`config.mk`:
```
export PLATFORM = sky130hd
export DESIGN_NAME = seg_scan_decoder
export DESIGN_NICKNAME = d
export VERILOG_FILES = /design/src/rtl/seg_scan_decoder.sv
export SDC_FILE = /design/constraint.sdc
export NUM_CORES = 1
export LEC_CHECK = 0
export BUFFER_PORTS_ARGS = -buffer_cell sky130_fd_sc_hd__buf_2
export CAP_MARGIN = 20
export CELL_PAD_IN_SITES_DETAIL_PLACEMENT = 1
export CELL_PAD_IN_SITES_GLOBAL_PLACEMENT = 2
export CORE_UTILIZATION = 38
export DETAILED_ROUTE_END_ITERATION = 10
export PLACE_DENSITY = 0.83
export SLEW_MARGIN = 20
export SYNTH_ARGS = -nofsm -noshare
export SYNTH_HDL_FRONTEND = slang
export SYNTH_SLANG_ARGS = --single-unit
export TNS_END_PERCENT = 20
```
`constraint.sdc`:
```
create_clock -name clk -period 3.3 [get_ports clk]
set_input_delay 0.66 -clock clk [delete_from_list [all_inputs] [get_ports clk]]
set_output_delay 0.66 -clock clk [all_outputs]
set_load 0.005 [all_outputs]
```
`src/rtl/seg_scan_decoder.sv`:
```
// Readback decoder for a multiplexed, active-low 4-digit 7-segment display.
// Captures each settled digit and reassembles the full BCD frame.
module seg_scan_decoder #(
  parameter int unsigned SETTLE_CYCLES  = 16,
  parameter int unsigned DIGIT_LAG      = 1,
  parameter int unsigned TIMEOUT_CYCLES = 2**20
) (
  input  logic        clk,
  input  logic        reset,
  input  logic [3:0]  anode,
  input  logic [6:0]  seg,
  output logic [15:0] value,
  output logic        frame_valid,
  output logic        frame_changed,
  output logic        frame_error,
  output logic [3:0]  blank_mask,
  output logic        display_dark
);

  localparam int unsigned SW = $clog2(SETTLE_CYCLES);
  localparam int unsigned TW = $clog2(TIMEOUT_CYCLES);
  localparam logic [SW-1:0] SETTLE_LAST = SW'(SETTLE_CYCLES - 1);
  localparam logic [TW-1:0] TO_LAST     = TW'(TIMEOUT_CYCLES - 1);
  localparam logic [1:0]    LAG         = 2'(DIGIT_LAG % 4);

  logic [3:0]    anode_q;
  logic [6:0]    seg_q;
  logic [SW-1:0] settle_q, settle_d;
  logic          captured_q, captured_d;
  logic [3:0]    mask_q, mask_d;
  logic [15:0]   stage_q, stage_d;
  logic [3:0]    err_q, err_d;
  logic [3:0]    blk_q, blk_d;
  logic [TW-1:0] to_q, to_d;
  logic [15:0]   value_q, value_d;
  logic          fv_q, fv_d;
  logic          fc_q, fc_d;
  logic          ferr_q, ferr_d;
  logic [3:0]    bm_q, bm_d;
  logic          dark_q, dark_d;

  logic [1:0] slot, tgt;
  logic       slot_vld, same, capture, commit, timeout;
  logic [5:0] dec;

  // Returns {error, blank, digit}; input is the raw active-low segment bus.
  function automatic logic [5:0] seg_decode(input logic [6:0] raw);
    logic [6:0] lit;
    logic [5:0] r;
    lit = ~raw;
    r   = {2'b10, 4'hE};
    case (lit)
      7'b0111111: r = {2'b00, 4'd0};
      7'b0000110: r = {2'b00, 4'd1};
      7'b1011011: r = {2'b00, 4'd2};
      7'b1001111: r = {2'b00, 4'd3};
      7'b1100110: r = {2'b00, 4'd4};
      7'b1101101: r = {2'b00, 4'd5};
      7'b1111101: r = {2'b00, 4'd6};
      7'b0000111: r = {2'b00, 4'd7};
      7'b1111111: r = {2'b00, 4'd8};
      7'b1101111: r = {2'b00, 4'd9};
      7'b0000000: r = {2'b01, 4'hF};
      default:    r = {2'b10, 4'hE};
    endcase
    return r;
  endfunction

  always_comb begin
    slot     = 2'd0;
    slot_vld = 1'b1;
    case (anode)
      4'b0111: slot = 2'd0;
      4'b1110: slot = 2'd1;
      4'b1101: slot = 2'd2;
      4'b1011: slot = 2'd3;
      default: slot_vld = 1'b0;
    endcase
    tgt  = slot - LAG;
    dec  = seg_decode(seg);
    same = (anode == anode_q) && (seg == seg_q);

    if (!slot_vld || !same)          settle_d = '0;
    else if (settle_q != SETTLE_LAST) settle_d = settle_q + SW'(1);
    else                              settle_d = settle_q;

    capture = slot_vld && same && !captured_q && (settle_d == SETTLE_LAST);

    if (!slot_vld || !same) captured_d = 1'b0;
    else if (capture)       captured_d = 1'b1;
    else                    captured_d = captured_q;

    if (capture)              to_d = '0;
    else if (to_q == TO_LAST) to_d = to_q;
    else                      to_d = to_q + TW'(1);
    timeout = !capture && (to_d == TO_LAST);

    commit  = (mask_q == 4'hF);

    stage_d = stage_q;
    err_d   = err_q;
    blk_d   = blk_q;
    mask_d  = mask_q;
    if (commit || timeout) begin
      mask_d = '0;
      err_d  = '0;
      blk_d  = '0;
    end
    // Capture is applied after the clears so a same-cycle capture always survives.
    if (capture) begin
      stage_d[{tgt, 2'b00} +: 4] = dec[3:0];
      err_d[tgt]  = dec[5];
      blk_d[tgt]  = dec[4];
      mask_d[tgt] = 1'b1;
    end

    value_d = value_q;
    fv_d    = 1'b0;
    fc_d    = 1'b0;
    ferr_d  = ferr_q;
    bm_d    = bm_q;
    dark_d  = dark_q;
    if (commit) begin
      value_d = stage_q;
      fv_d    = 1'b1;
      fc_d    = (stage_q != value_q);
      ferr_d  = |err_q;
      bm_d    = blk_q;
      dark_d  = 1'b0;
    end
    if (timeout) dark_d = 1'b1;
  end

  always_ff @(posedge clk or posedge reset) begin
    if (reset) begin
      anode_q    <= '0;
      seg_q      <= '0;
      settle_q   <= '0;
      captured_q <= 1'b0;
      mask_q     <= '0;
      stage_q    <= '0;
      err_q      <= '0;
      blk_q      <= '0;
      to_q       <= '0;
      value_q    <= '0;
      fv_q       <= 1'b0;
      fc_q       <= 1'b0;
      ferr_q     <= 1'b0;
      bm_q       <= '0;
      dark_q     <= 1'b1;
    end else begin
      anode_q    <= anode;
      seg_q      <= seg;
      settle_q   <= settle_d;
      captured_q <= captured_d;
      mask_q     <= mask_d;
      stage_q    <= stage_d;
      err_q      <= err_d;
      blk_q      <= blk_d;
      to_q       <= to_d;
      value_q    <= value_d;
      fv_q       <= fv_d;
      fc_q       <= fc_d;
      ferr_q     <= ferr_d;
      bm_q       <= bm_d;
      dark_q     <= dark_d;
    end
  end

  assign value         = value_q;
  assign frame_valid   = fv_q;
  assign frame_changed = fc_q;
  assign frame_error   = ferr_q;
  assign blank_mask    = bm_q;
  assign display_dark  = dark_q;

endmodule

```
==> metrics.yaml <==
maxCapViolCount: 0
min_period_over_period_pct: 79.8
fin_nets: 487
cts_root_buf: "clkbuf_16"
worst-slew-pin-transition_ns: 0.801
clock_latency_ns: 0.34
vdd_drop_max_uv: 267
yosysSeqAreaShare_pct: 51.1
drt_first_pass_iters: 4
die-area_um2: 11800
cts_max_level: 3
ys_warn_count: 0
path_cells: "buf_2 -> xor2_1 -> nor4_2 -> nand4_2 -> nor4b_2 -> nand4_1 -> mux2_2"
wirelength_um: 10500
relSlewSlack_pct: 46.5
synth-edff-count: 0
clkSinkCount: 88
endpoint_kind: "flip-flop"
coreArea_um2: 10900
finalSetupTns_ns: 0
run_status: "complete, no violations"
clock_skew_ns: 0.00746
r2r_cells: 8
dp.cells: 601
syn_nets: 458
worst_r2r_endpoint: "mask_q[1]$_DFF_PP0_"
area_delta_synth_final_pct: 14.2
start_util_pct: 39.4
hold_viol_final: 0
final_cell_area_um2: 4920
avgViaCountPerCell: 5.38
grt_overflow: 0
leakagePower_nw: 2.32
antenna_found_initial: 0
slew_violations: 0
cp.required_ns: 3.53
cts_setup_buffers: 0
ys_async_sr_fraction_pct: 100
p_total_w: 0.00223
vias: 3320
die_x_um: 109
ant_nets: 0
wl_per_cell_um: 17.0
cp.arrival_ns: 2.87
layout_common_cells: "95 x nand2_1, 87 x dfrtp_1, 36 x buf_2"
max_stage_delay_ns: 0.43
power.density_nw_per_um2: 454
startpoint_type: "primary input"
grt_pass1_vias: 3520
synth.area.top_cells: "dfrtp_1 50%, nand2_1 8.3%, xnor2_1 4.9%, xor2_1 4.1%, nor2_1 2.6%"
dp_hpwl_um: 7430
worstPathMaxFanout: 10
post-synth-top-area-cell: "dfrtp_1"
fin_cells: 617
r2r-start: "to_q[1]$_DFF_PP0_"
rsz0062_at_grt: "false"
cts_resized: 0
io_buffers: 36
syn_inst: 443
synth-seq-cells: 88
finalCriticalPeriod_ns: 2.63
cts_buffers: 9
layout_commonest_cell: "nand2_1"
io_pins: 37
routabilityCongestion: 0.749
grt_pass1_wl_um: 18000
die_y_um: 109
cts_buffer_depth: 2
synth.cell_area_um2: 4310
max_freq_ghz: 0.380
setup_viol: 0
cp_slowest_cell: "nand4_1"
tritoncts: "yes"
post-route-drc-count: 0
rrSetupSlack_ns: 0.78
postCtsHoldBufs: 0
n_fill_cell: 1266
placed_area_um2: 4610
drt_iter0_markers: 173
cts.reportedPaths.clkPinSlew_ns: 0.07
avgSynthCellArea_um2: 9.73
yosys.cell_types.count: 54
critical_path_class: "primary input to flip-flop"
grt_max_degree: 47
rows: 38
final_util_pct: 45.0
synth_top_flop_cell: "dfrtp_1"
track_usage_pct: 19.8
drive_above_1_share_pct: 17.0
antenna_cells: 0
hold_class: "primary input to async pin"
netlist.area_leader.share_pct: 50.5
registers in the layout (all words and copies together), names as in the netlist:
signal	count
value	16
captured_q	1
mask_q	4
seg_q	7
blank_mask	4
blk_q	4
to_q	20
frame_valid	1
stage_q	16
anode_q	4
frame_changed	1
display_dark	1
err_q	4
frame_error	1
settle_q	4
synthesized netlist by cell type (4+ instances only):
library cell	n
nand2_1	95
dfrtp_1	87
nor2_1	30
xnor2_1	24
nand3_1	22
xor2_1	20
nand4_1	16
clkbuf_1	14
o21ai_0	12
nor3_1	10
a21oi_1	9
mux2_2	9
o22ai_1	8
buf_2	7
a31oi_1	6
and3_1	6
inv_1	6
a211oi_1	5
a21o_1	4
kinds of logic after synthesis:
family,share of synthesized area (%)
and+or+nand+nor,24.3
DFF,51.1
AOI/OAI and AO/OA,8.50
xor gates and xnor gates,8.94
buffers and inverters,3.02
muxes,3.60
adders and majority gates,0.580
critical path: cells and delay by family:
family,cells,cell delay [ns]
buffers and inverters,1,0.17
xor gates and xnor gates,1,0.19
muxes,1,0.42
and+or+nand+nor,4,1.43
metal layers:
layer | GRT usage (%) | up-vias | wire length, µm
met1 | 26.0 | 1664 | 5010
met2 | 33.1 | 46 | 5120
met4 | 6.95 | 0 | 127
met3 | 2.89 | 9 | 218
li1 | - | 1601 | -
met5 | 0 | - | 0
cell type report:
type                            count  area [µm²]  share of cell area, %
Inverter                            7        27.5                  0.559
Sequential cell                    88        2200                   44.8
Multi-Input combinational cell    325        1980                   40.2
Clock inverter                      6        68.8                   1.40
Timing Repair Buffer               41         230                   4.68
Clock buffer                       10         239                   4.86
Tap cell                          140         175                   3.56
how the worst max path moves through the flow:
stage | from | end | slack, ns | cells after the start
finish | seg[5] | stage_q[3]$_DFFE_PP0P_ | 0.67 | 7
global route | seg[5] | stage_q[5]$_DFFE_PP0P_ | 0.46 | 7
CTS | seg[5] | stage_q[5]$_DFFE_PP0P_ | 0.63 | 7
detailed placement | seg[5] | stage_q[5]$_DFFE_PP0P_ | 0.29 | 7
global placement | seg[4] | stage_q[2]$_DFFE_PP0P_ | 0.40 | 7
floorplan | reset | anode_q[0]$_DFF_PP0_ | 0.36 | 1
metrics by stage:
step	hold WS [ns]	setup WS, ns
CTS	0.469	0.633
global placement	0.455	0.398
floorplan	0.438	0.363
global route	0.504	0.461
finish	0.439	0.666
detailed placement	0.461	0.289
power by group:
| group | total (W) | internal [W] | switching (W) |
|---|---|---|---|
| Combinational | 0.0000865 | 0.0000252 | 0.0000613 |
| Clock | 0.00106 | 0.000610 | 0.000448 |
| Sequential | 0.00109 | 0.00109 | 0.00000320 |
(Power assumes the default switching activity.)
